--- config.mk ---
export PLATFORM = sky130hd
export DESIGN_NAME = die_roll_presenter
export DESIGN_NICKNAME = d
export VERILOG_FILES = /design/src/rtl/die_roll_presenter.sv
export SDC_FILE = /design/constraint.sdc
export NUM_CORES = 1
export LEC_CHECK = 0
export ABC_AREA = 1
export CORE_ASPECT_RATIO = 1.2
export CORE_MARGIN = 5
export CORE_UTILIZATION = 33
export CTS_CLUSTER_DIAMETER = 150
export CTS_CLUSTER_SIZE = 28
export DETAILED_ROUTE_END_ITERATION = 10
export DONT_BUFFER_PORTS = 1
export GPL_ROUTABILITY_DRIVEN = 0
export PLACE_DENSITY_LB_ADDON = 0.05
export SYNTH_ARGS = -nofsm -noshare
export SYNTH_HDL_FRONTEND = slang
export SYNTH_SLANG_ARGS = --single-unit
--- constraint.sdc ---
create_clock -name clk -period 4 [get_ports clk]
set_input_delay 0.8 -clock clk [delete_from_list [all_inputs] [get_ports clk]]
set_output_delay 0.8 -clock clk [all_outputs]
set_load 0.05 [all_outputs]
--- src/rtl/die_roll_presenter.sv ---
// rtl/die_roll_presenter.sv - debounced roll button, timed tumble animation, latched die result and display
module die_roll_presenter #(
    parameter int DEBOUNCE_CYCLES = 4,
    parameter int TUMBLE_STEPS    = 8,
    parameter int STEP_CYCLES     = 1024
) (
    input  logic       clk,
    input  logic       rst_n,
    input  logic       roll_btn,
    input  logic [7:0] die_val,
    output logic [6:0] seg,
    output logic [6:0] pips,
    output logic       rolling,
    output logic [2:0] result,
    output logic       result_valid
);

    localparam int DW = $clog2(DEBOUNCE_CYCLES + 1);
    localparam int SW = (STEP_CYCLES > 1) ? $clog2(STEP_CYCLES) : 1;
    localparam int FW = (TUMBLE_STEPS > 1) ? $clog2(TUMBLE_STEPS) : 1;
    localparam logic [DW-1:0] DEB_LAST   = DW'(DEBOUNCE_CYCLES - 1);
    localparam logic [SW-1:0] STEP_LAST  = SW'(STEP_CYCLES - 1);
    localparam logic [FW-1:0] FRAME_LAST = FW'(TUMBLE_STEPS - 1);

    typedef enum logic [1:0] {IDLE, TUMBLE, CAPTURE, SHOW} state_t;

    state_t        state, state_next;
    logic          btn_meta, btn_s;
    logic [DW-1:0] deb_cnt;
    logic          deb, deb_d;
    logic          press;
    logic [SW-1:0] step;
    logic [FW-1:0] frame;
    logic [2:0]    disp;
    logic [6:0]    seg_d, pips_d;
    logic          die_ok, step_last, frame_last;
    logic          start, frame_tick, capture;

    always_ff @(posedge clk) begin
        if (!rst_n) begin
            btn_meta <= 1'b0;
            btn_s    <= 1'b0;
        end else begin
            btn_meta <= roll_btn;
            btn_s    <= btn_meta;
        end
    end

    // Level only flips after DEBOUNCE_CYCLES consecutive disagreeing samples
    always_ff @(posedge clk) begin
        if (!rst_n) begin
            deb_cnt <= '0;
            deb     <= 1'b0;
            deb_d   <= 1'b0;
        end else begin
            deb_d <= deb;
            if (btn_s == deb) begin
                deb_cnt <= '0;
            end else if (deb_cnt == DEB_LAST) begin
                deb     <= btn_s;
                deb_cnt <= '0;
            end else begin
                deb_cnt <= deb_cnt + DW'(1);
            end
        end
    end

    assign press      = deb & ~deb_d;
    assign die_ok     = (die_val != 8'd0) && (die_val <= 8'd6);
    assign step_last  = (step == STEP_LAST);
    assign frame_last = (frame == FRAME_LAST);

    always_ff @(posedge clk) begin
        if (!rst_n) state <= IDLE;
        else        state <= state_next;
    end

    always_comb begin
        state_next = state;
        case (state)
            IDLE:    if (press) state_next = TUMBLE;
            TUMBLE:  if (step_last && frame_last) state_next = CAPTURE;
            CAPTURE: if (die_ok) state_next = SHOW;
            SHOW:    if (press) state_next = TUMBLE;
            default: state_next = IDLE;
        endcase
    end

    always_comb begin
        start      = 1'b0;
        frame_tick = 1'b0;
        capture    = 1'b0;
        case (state)
            IDLE, SHOW: start      = press;
            TUMBLE:     frame_tick = step_last;
            CAPTURE:    capture    = die_ok;
            default:    ;
        endcase
    end

    always_ff @(posedge clk) begin
        if (!rst_n) begin
            step         <= '0;
            frame        <= '0;
            disp         <= 3'd0;
            result       <= 3'd0;
            result_valid <= 1'b0;
            rolling      <= 1'b0;
            seg          <= 7'd0;
            pips         <= 7'd0;
        end else begin
            result_valid <= capture;
            rolling      <= (state == TUMBLE) || (state == CAPTURE);
            seg          <= seg_d;
            pips         <= pips_d;
            if (start) begin
                step  <= '0;
                frame <= '0;
            end else if (state == TUMBLE) begin
                if (step_last) begin
                    step  <= '0;
                    frame <= frame_last ? frame : frame + FW'(1);
                end else begin
                    step <= step + SW'(1);
                end
            end
            // Invalid values on a frame boundary leave the previous frame on show
            if ((frame_tick || capture) && die_ok) disp <= die_val[2:0];
            if (capture) result <= die_val[2:0];
        end
    end

    always_comb begin
        seg_d  = 7'b0000000;
        pips_d = 7'b0000000;
        case (disp)
            3'd1: begin seg_d = 7'b0000110; pips_d = 7'b0001000; end
            3'd2: begin seg_d = 7'b1011011; pips_d = 7'b1000001; end
            3'd3: begin seg_d = 7'b1001111; pips_d = 7'b1001001; end
            3'd4: begin seg_d = 7'b1100110; pips_d = 7'b1100011; end
            3'd5: begin seg_d = 7'b1101101; pips_d = 7'b1101011; end
            3'd6: begin seg_d = 7'b1111101; pips_d = 7'b1110111; end
            default: ;
        endcase
    end

endmodule

==> flow_metrics.tcl <==
set metrics [dict create \
    via_count 1241 \
    postCtsSetupBuffers 0 \
    n_antenna_cell 0 \
    dp_worst_setup_slack_ns 2.27 \
    synth_edf_count 0 \
    drc 0 \
    slew_violations 0 \
    path_clk_slew_ns 0.07 \
    cts_tree "done" \
    synth_top_area_cell "dfxtp_1" \
    dp.cells 261 \
    grt_pass1_wl_um 5320 \
    outcome "complete, no violations" \
    p_per_area_nw_per_um2 516 \
    critPathCaptureType "output pin" \
    setup_viol 0 \
    drive_gt1_share_pct 10.1 \
    vdd_drop_max_mv 0.291 \
    syn_area_sq_um 1670 \
    viasPerCell 4.63 \
    portBuffers 0 \
    clkLatencyLatePin_ns 0.28 \
    core_sq_um 4900 \
    stdcell_area_sq_um 1810 \
    boundaryPins 30 \
    synth_warnings 0 \
    final_nets 227 \
    synth_area_leaders "dfxtp_1 (46%), nand2_1 (6.8%), inv_1 (6.1%)" \
    yosysSeqAreaShare_pct 45.6 \
    critPathRequiredTime_ns 3.20 \
    h-tree-depth 2 \
    rsz0062_at_grt "no" \
    syn_to_final_growth_pct 8.25 \
    cts-root-buf "clkbuf_8" \
    synthCells 208 \
    p_leak_uw 0.000770 \
    synth.distinct_cells 28 \
    tightest_slew_ns 0.940 \
    antenna_found_initial 0 \
    die_w_um 74.9 \
    dpl_cell_area_sq_um 1690 \
    yosys_most_used_dff "dfxtp_1" \
    first_pass_iters 4 \
    max_cap_violations 0 \
    ctsHoldBuffers 0 \
    startpoint_type "flop" \
    postSynthNetCount 227 \
    grtUsageTotal_pct 10.4 \
    avgSynthCellArea_sq_um 8.02 \
    finClkSkew_ns 0.00339 \
    cp.arrival_ns 1.23 \
    path_max_fanout 2 \
    fin_crit_ns 2.03 \
    relSlewSlack_pct 37.3 \
    initial_core_util_pct 34.0 \
    yosysMostFrequentCell "dfxtp_1" \
    numCtsBuffers 5 \
    synthArstFlopShare_pct 0 \
    synth_commonest_cells "dfxtp_1 (38), nand2_1 (30), inv_1 (27), nor2_1 (27), a21oi_1 (18)" \
    cts_resized 0 \
    final_cells 268 \
    wire_per_inst_um 11.2 \
    finalPower_uw 932 \
    tns_ns 0 \
    cts_buffer_depth 2 \
    hold_viol_final 0 \
    yosysTopAreaCellShare_pct 45.6 \
    rows 28 \
    first_iter_violations 63 \
    hp-class "flop to flop" \
    finalWorstSetupSlack_ns 1.97 \
    die_h_um 87.9 \
    cts.sinks 38 \
    grt_pass1_vias 1236 \
    grt_start_max_net_pins 18 \
    die_area_sq_um 6580 \
    post-route-period-util_pct 50.7 \
    wirelength_um 2990 \
    path_class "flop to output pin" \
    max_freq_mhz 493 \
    dpl.hpwl_um 2260 \
    ys_seq_elements 38 \
    grt-ovfl-total 0 \
    drtAntennaViolNets 0 \
]
cell families (layout without fill, tap and decap cells):
family	count (synthesis)	after routing	synth area share [%]
flip-flops	38	38	45.6
XOR/XNOR	3	3	1.58
adder cells (fa/ha/maj)	8	8	6.00
AND/OR/NAND/NOR	90	90	26.0
buffers and inverters	36	36	9.98
AO/OA/AOI/OAI	33	33	10.8
stage by stage:
stage                     utilization (%)  hold WS, ns
after global routing                 36.8        0.457
after detailed placement             34.5        0.407
after global placement               34.5        0.399
final                                36.8        0.419
after floorplan                         -        0.390
after CTS                            36.8        0.427
flip-flops by register name, indices dropped and copies added, names as in the netlist, 2 cells and up:
| name | flops |
|---|---|
| state | 2 |
| step | 10 |
| result | 3 |
| pips | 3 |
| seg | 5 |
| frame | 3 |
| deb_cnt | 3 |
| disp | 3 |
final timing paths:
check                start  endpoint  slack, ns  cells after the start
setup / recovery    seg[3]    seg[3]       1.97                      0
hold / removal    btn_meta     btn_s       0.42                      2
setup reg to reg  state[1]   step[9]       2.31                      8
hold reg to reg   btn_meta     btn_s       0.42                      2
report_power, final:
| part | switching [uW] | total [uW] | leakage (uW) | internal, uW |
|---|---|---|---|---|
| clock network | 131 | 330 | 0.0000573 | 200 |
| logic | 113 | 171 | 0.000405 | 57.9 |
| registers | 30.9 | 431 | 0.000307 | 400 |
| total | 275 | 932 | 0.000770 | 657 |
worst min-delay path, stage by stage, from the launching register on:
cell and delay [ns]:
dfxtp_1 0.31, nand2_1 0.05, inv_1 0.04
metal layers:
| metal | part of all wire (%) | vias to the layer above | global-route usage (%) |
|---|---|---|---|
| li1 | - | 660 | - |
| met1 | 43 | 545 | 11.8 |
| met2 | 50 | 29 | 16.9 |
| met3 | 5.7 | 7 | 3.90 |
| met4 | 2.0 | 0 | 5.02 |
| met5 | 0 | - | 0 |
cell usage in the layout (no fill, tap or decap):
cell type,count
dfxtp_1,38
nand2_1,30
inv_1,27
nor2_1,27
a21oi_1,18
nand3_1,12
o21ai_0,12
ha_1,8
clkbuf_8,6
nor3_1,4
nand2_2,3
nor2_4,3
or2_0,2
nand3_2,2
nand4_1,2
xor2_1,2
buf_4,2
nor2_2,1
and3_1,1
a21oi_4,1
a31oi_1,1
and2_1,1
o211ai_1,1
nand2_4,1
xnor2_1,1
nand4_2,1
bufinv_16,1
final cells by class:
type / instances / area [sq um]
inverters: 27 / 101
fillers: 522 / 3100
clock buffers: 6 / 82.6
flip-flops and latches: 38 / 761
well taps: 60 / 75.1
clock inverters: 1 / 30.0
repair buffers: 2 / 15.0
multi-input cells: 134 / 741
No activity file was read; power rests on OpenSTA's default activity.
